--- config.mk ---
export PLATFORM = sky130hd
export DESIGN_NAME = conv_encoder
export DESIGN_NICKNAME = d
export VERILOG_FILES = /design/src/rtl/conv_encoder.sv
export SDC_FILE = /design/constraint.sdc
export NUM_CORES = 1
export LEC_CHECK = 0
export CAP_MARGIN = 20
export CORE_MARGIN = 5
export CORE_UTILIZATION = 35
export CTS_CLUSTER_SIZE = 12
export DETAILED_ROUTE_END_ITERATION = 8
export GPL_TIMING_DRIVEN = 0
export MAX_ROUTING_LAYER = met4
export SETUP_SLACK_MARGIN = 0.2
export SLEW_MARGIN = 20
export SYNTH_ARGS = -nofsm -noshare
export SYNTH_HDL_FRONTEND = slang
export SYNTH_SLANG_ARGS = --single-unit
export TNS_END_PERCENT = 1
--- constraint.sdc ---
create_clock -name aclk -period 5.07 [get_ports aclk]
set_clock_uncertainty 0.15 [all_clocks]
set_input_delay 1.014 -clock aclk [delete_from_list [all_inputs] [get_ports aclk]]
set_output_delay 1.014 -clock aclk [all_outputs]
set_load 0.05 [all_outputs]
--- src/rtl/conv_encoder.sv ---
// conv_encoder
//   Rate-1/2, constraint-length-7 convolutional encoder (g0 = 133o, g1 = 171o)
//   for the 802.11a transmit chain. It takes scrambled WIDTH-bit AXI-Stream
//   beats and emits 2*WIDTH coded bits as two WIDTH-bit output beats.
//   Bit 0 of tdata is the earliest bit in time on both the input and the output.
//   Coded bit 2k is A_k and coded bit 2k+1 is B_k, where k is the input bit index.
//
// Parameters
//   WIDTH          beat width in bits; must be even and >= 8 (default 32)
//
// Optional feature (compile-time macro CONV_ENC_PKT_CNT_EN)
//   When defined, adds the output pkt_count[15:0]. It counts output handshakes
//   that carry m_axis_tlast and wraps from 0xFFFF to 0.
//
// Ports
//   aclk           in   clock
//   aresetn        in   asynchronous reset, active low
//   s_axis_tdata   in   scrambled data bits, bit 0 first
//   s_axis_tuser   in   4-bit sideband, copied onto both output beats
//   s_axis_tvalid  in   input valid
//   s_axis_tready  out  input ready
//   s_axis_tlast   in   last beat of packet; clears the encoder history
//   m_axis_tdata   out  coded bits, interleaved A,B per input bit
//   m_axis_tuser   out  copy of s_axis_tuser
//   m_axis_tvalid  out  output valid
//   m_axis_tready  in   output ready
//   m_axis_tlast   out  high only on the second output beat of a tlast input
//   pkt_count      out  packet counter (only with CONV_ENC_PKT_CNT_EN)
module conv_encoder #(
  parameter int WIDTH = 32
) (
  input  logic             aclk,
  input  logic             aresetn,
  input  logic [WIDTH-1:0] s_axis_tdata,
  input  logic [3:0]       s_axis_tuser,
  input  logic             s_axis_tvalid,
  output logic             s_axis_tready,
  input  logic             s_axis_tlast,
  output logic [WIDTH-1:0] m_axis_tdata,
  output logic [3:0]       m_axis_tuser,
  output logic             m_axis_tvalid,
  input  logic             m_axis_tready,
  output logic             m_axis_tlast
`ifdef CONV_ENC_PKT_CNT_EN
  ,
  output logic [15:0]      pkt_count
`endif
);

  typedef enum logic [1:0] {EMPTY, BEAT0, BEAT1} state_t;

  state_t             state;
  logic [5:0]         sr;        // sr[j-1] holds b_{n-j} for the next beat's bit 0
  logic [2*WIDTH-1:0] coded_p0;
  logic [2*WIDTH-1:0] hold_p1;
  logic               last_p1;
  logic               run;       // keeps tready low while reset is held
  logic               s_hs;
  logic               m_hs;

  // Encode one beat against the history. ext places the history below the
  // beat so that b_{n-j} for bit k is ext[k+6-j].
  function automatic logic [2*WIDTH-1:0] encode(input logic [WIDTH-1:0] d,
                                                input logic [5:0]       h);
    logic [WIDTH+5:0]   ext;
    logic [2*WIDTH-1:0] c;
    ext = {d, h[0], h[1], h[2], h[3], h[4], h[5]};
    c   = '0;
    for (int k = 0; k < WIDTH; k++) begin
      c[2*k]   = ext[k+6] ^ ext[k+4] ^ ext[k+3] ^ ext[k+1] ^ ext[k];
      c[2*k+1] = ext[k+6] ^ ext[k+5] ^ ext[k+4] ^ ext[k+3] ^ ext[k];
    end
    return c;
  endfunction

  // The newest input bit becomes b_{n-1}.
  function automatic logic [5:0] next_hist(input logic [WIDTH-1:0] d);
    logic [5:0] h;
    for (int i = 0; i < 6; i++) h[i] = d[WIDTH-1-i];
    return h;
  endfunction

  assign s_axis_tready = run & ((state == EMPTY) | ((state == BEAT1) & m_axis_tready));
  assign s_hs          = s_axis_tvalid & s_axis_tready;
  assign m_hs          = m_axis_tvalid & m_axis_tready;

  // ---- stage p0: combinational encode of the accepted beat ----
  assign coded_p0 = encode(s_axis_tdata, sr);

  // ---- stage p1: hold register and output FSM ----
  always_ff @(posedge aclk or negedge aresetn) begin
    if (!aresetn) begin
      state         <= EMPTY;
      sr            <= '0;
      hold_p1       <= '0;
      last_p1       <= 1'b0;
      run           <= 1'b0;
      m_axis_tvalid <= 1'b0;
      m_axis_tuser  <= '0;
      m_axis_tlast  <= 1'b0;
    end else begin
      run <= 1'b1;
      // An input can only be accepted in EMPTY, or in BEAT1 while the
      // second beat leaves, so loading takes priority over draining.
      if (s_hs) begin
        hold_p1       <= coded_p0;
        last_p1       <= s_axis_tlast;
        m_axis_tuser  <= s_axis_tuser;
        m_axis_tvalid <= 1'b1;
        m_axis_tlast  <= 1'b0;
        sr            <= s_axis_tlast ? 6'd0 : next_hist(s_axis_tdata);
        state         <= BEAT0;
      end else begin
        case (state)
          BEAT0: if (m_hs) begin
            m_axis_tlast <= last_p1;
            state        <= BEAT1;
          end
          BEAT1: if (m_hs) begin
            m_axis_tvalid <= 1'b0;
            m_axis_tlast  <= 1'b0;
            state         <= EMPTY;
          end
          default: state <= EMPTY;
        endcase
      end
    end
  end

  // The output data is selected from registers only, so it stays stable under a stall.
  assign m_axis_tdata = (state == BEAT1) ? hold_p1[2*WIDTH-1:WIDTH] : hold_p1[WIDTH-1:0];

`ifdef CONV_ENC_PKT_CNT_EN
  always_ff @(posedge aclk or negedge aresetn) begin
    if (!aresetn)                  pkt_count <= '0;
    else if (m_hs && m_axis_tlast) pkt_count <= pkt_count + 16'd1;
  end
`endif

endmodule
## Word level (Yosys, flattened, before mapping)

Cells that the tools add are included.

- Output and inout port bits: 39
- Input port bits: 41
- Logic and storage cells: 292
- Flip-flop bits (word level): 80

- Reductions and logical operators: 7
- Bitwise operators: 261
- Mux-type cells: 12
- Equality and inequality tests: 4

Operators by type and width:

| kind | count |
|---|---|
| $xor 1x1->1 | 256 |
| $mux 32 | 1 |
| $mux 2 | 3 |
| $mux 6 | 1 |
| $ne 3x3->1 const B | 2 |
| $mux 1 | 5 |
| $and 1x1->1 | 4 |
| $pmux 2 s2 | 1 |
| $reduce_and 2->1 | 2 |
| $reduce_bool 2->1 | 2 |
| $reduce_and 3->1 | 1 |
| $reduce_bool 3->1 | 1 |
| $eq 2x1->1 const B | 1 |
| $eq 2x2->1 const B | 1 |
| $logic_not 2->1 | 1 |
| $pmux 1 s2 | 1 |
| $or 1x1->1 | 1 |

## Depth between registers and ports, before layout

Gate-level depths: netlist of run 1.

- Depth after elaboration: 7
- Mapped depth: 5
- Gate-level depth less buffers: 3

## Least setup slack after synthesis of run 1

Ideal clock, no wire load.

- Path type: register to output
- Start: reg state[1]
- End: out m_axis_tdata[0]
- Buffers on the path: 2
- Data arrival time: 2.002 ns
- Path slack: 1.904 ns
- Data required time: 3.906 ns
- Cell stages (with the launch flop): 5
- Path through: dfrtp_1 -> nor2b_1 -> buf_2 -> clkbuf_1 -> o21ai_0

- Cells in the longest elaborated chain, start to end: 2

Ends and longest elaborated chain:

| what | line | RTL |
|---|---|---|
| start, declared | 52 | `state_t state;` |
| start signal, assigned | 93 | `state <= EMPTY;` |
| start signal, assigned | 112 | `state <= BEAT0;` |
| start signal, assigned | 117 | `state <= BEAT1;` |
| $eq 2x2->1 | 131 | `assign m_axis_tdata = (state == BEAT1) ? hold_p1[2*WIDTH-1:WIDTH] : hold_p1[WIDTH-1:0];` |
| $mux 32 | 131 |  |
| end, declared | 39 | `output logic [WIDTH-1:0] m_axis_tdata,` |

Every way passes these cells.

## Final worst setup path of run 1

- Start: reg state[0]
- End: out m_axis_tdata[27]

Same word-level chain as after synthesis.

==> results.cfg, run 1 <==
[layout]
drive_gt1_share_pct = 32.3
antenna_cells = 0
fillers = 1369
post-route-cell-area_sq_um = 6480
syn_to_final_growth_pct = 23.0
utilization_pct = 44.2
final_cells = 627
nNetsFinal = 479

[global_routing]
grt_busiest_layer = met2
antenna_found_initial = 0
grt_pass1_wl_um = 19600
track_usage_pct = 15.2
grt_use_met2_pct = 23.2
grt_max_degree = 51
grt_util_met1_pct = 20.1
grt-ovfl-total = 0
global_route.usage.met3_pct = 2.62
grt_pass1_vias = 3371

[setup_path]
crit_chain = nor2b_1 > buf_2 > clkbuf_1 > nand2_1 > o21ai_0 > clkdlybuf4s50_1
cp_top_family = buffers and inverters
cp-start-kind = flop
critPathMaxFanout = 10
worst_path_max_delay_cell = clkdlybuf4s50_1
end_kind = primary output
crit_path_max_incr_delay_ns = 0.87
criticalPathCategory = flop to primary output
crit_arrival_ns = 2.79
worstPathBufferInverterCount = 3
cp_data_required_time_ns = 3.91

[floorplanning]
start_util_pct = 36.0
die_area_sq_um = 17600
die_w_um = 133
fp.coreArea_sq_um = 14600
pin_count = 80
std_cell_rows = 44
fp.dieH_um = 133

[detailed_routing]
vias = 2970
vias_per_cell = 4.74
drtIter0Drc = 99
drt.antenna.violating_nets = 0
firstDrtPassIters = 4
drt_wl_total_um = 12400
route.detailed.wl_per_inst_um = 19.7
drc_errors = 0

[cts]
cts.sinks = 80
clk_pin_slew_ns = 0.06
cts_hold_buf = 0
cts_resized = 0
cts_tree = yes
cts_buffers = 9
clock-root-buffer = clkbuf_16
cts_htree_levels = 3
insertion_delay_ns = 0.34
cts_buffer_depth = 2
post_cts_buffers = 0

[sta]
min_period_ns = 3.95
tightest_slew_ns = 0.669
hold_violations = 0
fmax_mhz = 253
setup_viol = 0
setup_ws_ns = 1.12
hold_ws_ns = 0.350
rsz0062_at_grt = false
slew_viol_final = 0
relSlewSlack_pct = 55.4
fin_setup_tns_ns = 0
finalCritPeriodShare_pct = 78.0

[synth]
syn_area_per_cell_sq_um = 14.7
ys_ff_latch = 80
ys_top_cells_by_area = dfrtp_1 (38%), mux2_2 (21%), xnor3_1 (14%)
synth_flop_cell = dfrtp_1
synth_top_area_share_pct = 38.0
synth_cell_types = 30
async_flop_share_pct = 100
synth_edf_count = 0
yosys.area.top_type = dfrtp_1
synth_warnings = 0
synth_nets = 400
syn-cell-area_sq_um = 5270
synth.yosys.seq_area_share_pct = 38.0
synth_cells = 359

[pwr]
power_leakage_nw = 2.99
combPwrFrac_pct = 58.2
ir_worst_vdd_mv = 0.463
clkPwrFrac_pct = 14.8
netSwitchingPower_mw = 1.77
p_sw_share_pct = 41.6
power_mw = 4.24
powerDensity_nw_per_um2 = 655
intPower_mw = 2.48
pwr-share-seq_pct = 27.0

[place]
placed_area_sq_um = 6190
post-place-ws_ns = 1.26
dp_hpwl_um = 9440
dp.cells = 611
gp_congestion = 0.799
portBuffers = 67

[flow_run]
maxCapViolations = 0

[min_path]
hold_class = flop to flop

[status]
status = finished clean
kinds of logic (layout without fill, tap and decap cells):
logic type | count (synthesis) | in the layout | synth area share, %
multiplexers | 103 | 103 | 21.9
XOR/XNOR | 116 | 116 | 34.0
flip-flops | 80 | 80 | 38.0
AO/OA/AOI/OAI | 9 | 9 | 1.09
AND/OR/NAND/NOR | 22 | 22 | 2.42
other | 1 | 1 | 0.0712
buffers and inverters | 28 | 112 | 2.47
flip-flops by register name, summed over array words and instances, names as in the netlist:
register / cells
hold_p1: 64
sr: 6
m_axis_tuser: 4
state: 2
last_p1: 1
m_axis_tlast: 1
m_axis_tvalid: 1
run: 1
synthesized netlist by cell type, types with 4 or more instances:
library cell,number
mux2i_1,4
nand2_1,7
xnor2_1,36
xnor3_1,32
mux2_2,99
o21ai_0,5
xor2_1,23
buf_2,18
xnor2_2,5
dfrtp_1,80
xor3_1,18
inv_1,4
nor2b_1,7
worst register-to-register path, cell delays in order, from the launching register on:
cell	delay, ns
dfrtp_1	0.41
nand2b_1	0.09
nand4b_1	0.23
buf_2	0.33
buf_2	0.33
mux2_2	0.37
power by group through the flow:
stage / clock network (mW) / logic (mW) / registers, mW
finish: 0.630 / 2.47 / 1.15
global route: 0.676 / 2.61 / 1.18
CTS: 0.651 / 2.51 / 1.15
detailed placement: 0 / 2.49 / 1.16
global placement: 0 / 2.47 / 1.14
floorplan: 0 / 1.78 / 1.17
final timing paths:
kind	from	to	slack, ns	cells after the start
min reg2reg	hold_p1[57]	hold_p1[57]	0.35	1
max	state[0]	m_axis_tdata[27]	1.12	6
min in group asynchronous	aresetn	hold_p1[12]	0.46	1
min	hold_p1[57]	hold_p1[57]	0.35	1
max reg2reg	state[1]	hold_p1[10]	3.05	5
max in group asynchronous	aresetn	hold_p1[62]	3.72	2
area by class of cell:
class	instances	area [sq um]	area share [%]
timing repair buffer	68	696	10.7
clock buffer	14	274	4.23
sequential	80	2000	30.9
clock inverter	2	12.5	0.193
buffer	24	115	1.78
multi-input combinational	251	3130	48.4
tap	184	230	3.55
inverter	4	15.0	0.232
cells in the final DEF, fill, tap and decap left out, drive strengths merged, types with 19 or more instances in the layout:
| master | n |
|---|---|
| clkbuf | 19 |
| xor3 | 19 |
| clkdlybuf4s50 | 66 |
| xor2 | 24 |
| mux2 | 99 |
| xnor2 | 41 |
| dfrtp | 80 |
| xnor3 | 32 |
| buf | 21 |
per-layer routing:
layer / part of all wire (%) / vias up
li1: - / 1398
met1: 47 / 1496
met2: 48 / 59
met3: 2.9 / 17
met4: 2.0 / 0
met5: 0 / -
(Power assumes the default switching activity.)
==> run 2: changes to the inputs <==
==> constraint.sdc (replaced) <==
create_clock -name aclk -period 3.2 [get_ports aclk]
set_clock_uncertainty 0.15 [all_clocks]
set_input_delay 0.64 -clock aclk [delete_from_list [all_inputs] [get_ports aclk]]
set_output_delay 0.64 -clock aclk [all_outputs]
set_load 0.05 [all_outputs]
==> run 2 against run 1 <==
Sequential share of layout area up 0.13 points. Cell area decreased by 0.42%. Combinational power rose by 51%. Register-to-register slack worse by 1.9 ns. Die area is the same. Power rose by 54%. Wire length is essentially flat. Global-route usage did not move. Clock-buffer cell count unchanged.
==> results.cfg, run 2 (synthesis results as in run 1) <==
[pwr]
intPower_mw = 3.74
clkPwrFrac_pct = 15.3
ir_worst_vdd_mv = 0.681
netSwitchingPower_mw = 2.79
powerDensity_nw_per_um2 = 1010
power_leakage_nw = 3.05
pwr-share-seq_pct = 27.8
combPwrFrac_pct = 56.9
p_sw_share_pct = 42.7

[floorplanning]
fp.dieH_um = 133
die_area_sq_um = 17600
die_w_um = 133
start_util_pct = 36.0
pin_count = 80
std_cell_rows = 44
fp.coreArea_sq_um = 14600

[setup_path]
setup.worst_path.start = state[0]
crit_arrival_ns = 2.25
r2r-start = state[1]
criticalPathCategory = flop to primary output
critPathMaxFanout = 10
cp_data_required_time_ns = 2.41
cp-start-kind = flop
end_kind = primary output

[layout]
reg_top3 = hold_p1: 64 flops, sr: 6 flops, m_axis_tuser: 4 flops
final_common_cell = mux2_2
seqCellArea_sq_um = 2000
regMostFlops = hold_p1
largest_reg_flops = 64
drive_gt1_share_pct = 33.9
antenna_cells = 0
fillers = 1374
utilization_pct = 44.1
syn_to_final_growth_pct = 22.5
layout_common_cells = mux2_2 (99), dfrtp_1 (80), xnor2_1 (36)
multi_input_area_sq_um = 3130
nNetsFinal = 479

[cts]
cts.sinks = 80
cts_htree_levels = 3
cts_tree = yes
insertion_delay_ns = 0.34
clock-root-buffer = clkbuf_16
cts_buffers = 9
cts_hold_buf = 0
clk_pin_slew_ns = 0.06
cts_buffer_depth = 2
post_cts_buffers = 0

[global_routing]
grt-ovfl-total = 0
antenna_found_initial = 0
grt_pass1_vias = 3373
track_usage_pct = 15.2
grt_max_degree = 51
grt_pass1_wl_um = 19600

[sta]
min_period_ns = 3.04
hold_violations = 0
slew_viol_final = 0
fmax_mhz = 329
finalCritPeriodShare_pct = 94.9
rsz0062_at_grt = true
relSlewSlack_pct = 59.0
fin_setup_tns_ns = 0
setup_viol = 0
tightest_slew_ns = 0.610

[detailed_routing]
vias_per_cell = 4.72
drt_wl_total_um = 12300
drtIter0Drc = 111
drc_errors = 0
route.detailed.wl_per_inst_um = 19.7
vias = 2961
drt.antenna.violating_nets = 0
firstDrtPassIters = 4

[min_path]
hold_class = input port to asynchronous set/reset pin

[place]
portBuffers = 67
gp_congestion = 0.799
dp_hpwl_um = 9440

[flow_run]
maxCapViolations = 0

[status]
status = finished clean
[run 2: cell types whose count changed in the layout (fill, tap and decap cells not counted), sizes merged]
cell	change
dlygate4sd2	+28
clkdlybuf4s50	-33
clkdlybuf4s15	+4
clkbuf	+1
[run 2: area by class of cell]
type,count,area share [%]
clock inverter,2,0.194
clock buffer,14,4.25
buffer,24,1.90
sequential,80,31.0
timing repair buffer,68,10.2
multi-input combinational,251,48.6
inverter,4,0.233
tap,184,3.57
[run 2: power by group through the flow]
stage	Sequential [mW]	Clock, mW	Combinational (mW)
floorplan	1.85	0	2.82
detailed placement	1.83	0	3.94
global route	1.87	1.07	3.93
global placement	1.81	0	3.92
CTS	1.82	1.03	3.78
finish	1.82	0.999	3.72
[run 2: final timing paths]
kind                                    end  slack [ns]  depth (start not counted)
setup / recovery           m_axis_tdata[22]        0.16                          5
hold / removal                  hold_p1[12]        0.08                          1
setup reg to reg                hold_p1[10]        1.17                          5
hold reg to reg                 hold_p1[57]        0.35                          1
max in group asynchronous       hold_p1[62]        2.23                          2
min in group aclk               hold_p1[57]        0.35                          1
[run 2: repair_timing]
item,in CTS,in global routing
gates resized for setup,49,2
setup endpoints to repair,33,24
hold endpoints to repair,0,0
[run 2: critical path: stages, from the launching register on]
cell	delay, ns
dfrtp_1	0.44
nor2b_1	0.22
buf_4	0.24
buf_4	0.22
mux2_2	0.35
dlygate4sd2_1	0.42
[run 2: metrics by stage]
stage	power [mW]	cell area (sq um)	std cells	worst slack, ns	hold slack (ns)
floorplan	4.67	5270	359	0.408	0.194
global placement	5.73	6170	610	-1.64	0.333
detailed placement	5.77	6190	611	-0.0322	0.337
CTS	6.63	6450	627	0.106	0.0907
global route	6.87	6450	627	0.0255	0.114
finish	6.53	6450	627	0.162	0.0832
[run 2: layer usage]
| metal | wire, um | share of wire [%] | GRT usage [%] | vias to the layer above |
|---|---|---|---|---|
| met3 | 287 | 2.3 | 2.62 | 17 |
| met2 | 5900 | 48 | 23.2 | 56 |
| li1 | - | - | - | 1397 |
| met4 | 246 | 2.0 | 6.29 | 0 |
| met1 | 5910 | 48 | 20.1 | 1491 |
| met5 | 0 | 0 | - | - |
==> run 3: changes to the inputs <==
--- a/config.mk
+++ b/config.mk
@@ -12,7 +12,6 @@
 export DETAILED_ROUTE_END_ITERATION = 8
 export GPL_TIMING_DRIVEN = 0
 export MAX_ROUTING_LAYER = met4
-export SETUP_SLACK_MARGIN = 0.2
 export SLEW_MARGIN = 20
 export SYNTH_ARGS = -nofsm -noshare
 export SYNTH_HDL_FRONTEND = slang
==> run 3 against run 2 <==
Critical path type unchanged. First-iteration DRC count stayed put. Largest cell class unchanged. Highest routed layer unchanged. Combinational power hardly changed. Clock-buffer cell count stayed put. Fmax is 1.5% lower. Core utilization hardly changed. Critical path depth stayed put. Via count stayed put. Flip-flop and latch count stayed put. Hold slack better by 0.00073 ns.
==> results.cfg, run 3 (synthesis results as in run 1) <==
[status]
status = finished clean

[sta]
rsz0062_at_grt = true
fin_setup_tns_ns = 0
min_period_ns = 3.08
relSlewSlack_pct = 59.0
slew_viol_final = 0
fmax_mhz = 324
finalCritPeriodShare_pct = 96.3
setup_viol = 0
hold_violations = 0
tightest_slew_ns = 0.610

[cts]
clock-root-buffer = clkbuf_16
cts_tree = yes
cts_buffers = 9
insertion_delay_ns = 0.34
cts_buffer_depth = 2
cts.sinks = 80
clk_pin_slew_ns = 0.06
cts_htree_levels = 3
cts_hold_buf = 0

[detailed_routing]
highest_layer = met4
firstDrtPassIters = 4
drtIter0Drc = 111
route.met3.wl_um = 287
drt.antenna.violating_nets = 0
route.detailed.wl_per_inst_um = 19.7
drt_wl_total_um = 12300
wl_met1_um = 5920
vias_per_cell = 4.72
met2_length_um = 5900
drc_errors = 0
vias = 2961

[pwr]
intPower_mw = 3.74
ir_worst_vdd_mv = 0.681
power_mw = 6.54
combPwrFrac_pct = 56.9
powerDensity_nw_per_um2 = 1010
netSwitchingPower_mw = 2.79
p_sw_share_pct = 42.7
clkPwrFrac_pct = 15.3
power_leakage_nw = 3.05
pwr-share-seq_pct = 27.8

[global_routing]
antenna_found_initial = 0
grt-ovfl-total = 0
grt_pass1_wl_um = 19600
grt_max_degree = 51
grt_pass1_vias = 3373
track_usage_pct = 15.2

[setup_path]
worstPathBufferInverterCount = 3
crit_path_max_incr_delay_ns = 0.44
worst-r2r-cell-count = 5
crit_chain = nor2b_1 > clkbuf_4 > buf_4 > mux2_2 > dlygate4sd2_1
cp_data_required_time_ns = 2.41
crit_arrival_ns = 2.29
critPathMaxFanout = 10
r2r-start = state[1]
criticalPathCategory = flop to primary output
reg2reg_to = hold_p1[10]
cp_top_family = buffers and inverters
end_kind = primary output
r2r_setup_slack_ns = 1.18
worst_path_max_delay_cell = dfrtp_1
cp-start-kind = flop

[floorplanning]
std_cell_rows = 44
pin_count = 80
start_util_pct = 36.0
die_w_um = 133
fp.coreArea_sq_um = 14600
fp.dieH_um = 133
die_area_sq_um = 17600

[layout]
final_common_cell = mux2_2
layout_common_cells = mux2_2 (99), dfrtp_1 (80), xnor2_1 (36)
nNetsFinal = 479
fillers = 1372
largest_reg_flops = 64
regMostFlops = hold_p1
reg_top3 = hold_p1: 64 flops, sr: 6 flops, m_axis_tuser: 4 flops
utilization_pct = 44.1
syn_to_final_growth_pct = 22.6
drive_gt1_share_pct = 33.6
antenna_cells = 0

[place]
gp_congestion = 0.799
portBuffers = 67
dp_hpwl_um = 9440

[min_path]
hold_class = input port to asynchronous set/reset pin

[flow_run]
maxCapViolations = 0
-- run 3: power by group through the flow --
stage / clock, mW / sequential [mW] / combinational, mW
after floorplan: 0 / 1.85 / 2.82
after global placement: 0 / 1.81 / 3.92
after detailed placement: 0 / 1.83 / 3.94
after CTS: 1.03 / 1.82 / 3.78
after global routing: 1.07 / 1.87 / 3.94
final: 0.999 / 1.82 / 3.72
-- run 3: worst max path at each step --
stage / start / to / slack, ns / cells past startpoint
after detailed placement: state[0] / m_axis_tdata[0] / -0.03 / 6
after floorplan: state[1] / m_axis_tdata[0] / 0.41 / 4
after global routing: state[1] / m_axis_tdata[19] / -0.02 / 5
after global placement: aresetn / hold_p1[57] / -1.64 / 1
after CTS: state[0] / m_axis_tdata[19] / 0.01 / 5
final: state[0] / m_axis_tdata[19] / 0.12 / 5
-- run 3: layer usage --
metal	global-route usage, %	vias to the layer above
met5	-	-
met4	6.29	0
met3	2.62	17
met2	23.2	56
met1	20.1	1490
li1	-	1398
-- run 3: layout make-up --
| cell class | count | area [sq um] | area share, % |
|---|---|---|---|
| clock inverters | 2 | 12.5 | 0.194 |
| repair buffers | 68 | 666 | 10.3 |
| clock buffers | 14 | 274 | 4.24 |
| inverters | 4 | 15.0 | 0.233 |
| multi-input cells | 251 | 3130 | 48.5 |
| well taps | 184 | 230 | 3.57 |
| plain buffers | 24 | 123 | 1.90 |
| flip-flops and latches | 80 | 2000 | 31.0 |
-- run 3: stage by stage --
step | cell area (sq um) | instances | hold slack (ns) | worst slack, ns
after floorplan | 5270 | 359 | 0.194 | 0.408
after global placement | 6170 | 610 | 0.333 | -1.64
after detailed placement | 6190 | 611 | 0.337 | -0.0322
after CTS | 6450 | 627 | 0.0907 | 0.00976
after global routing | 6460 | 627 | 0.114 | -0.0180
final | 6460 | 627 | 0.0839 | 0.117
-- run 3: timing repair --
action | 4_1_cts | 5_1_grt
setup endpoints to repair | 32 | 14
gates resized for setup | 46 | 3
pin swaps | 0 | 0
setup buffers | 0 | 0
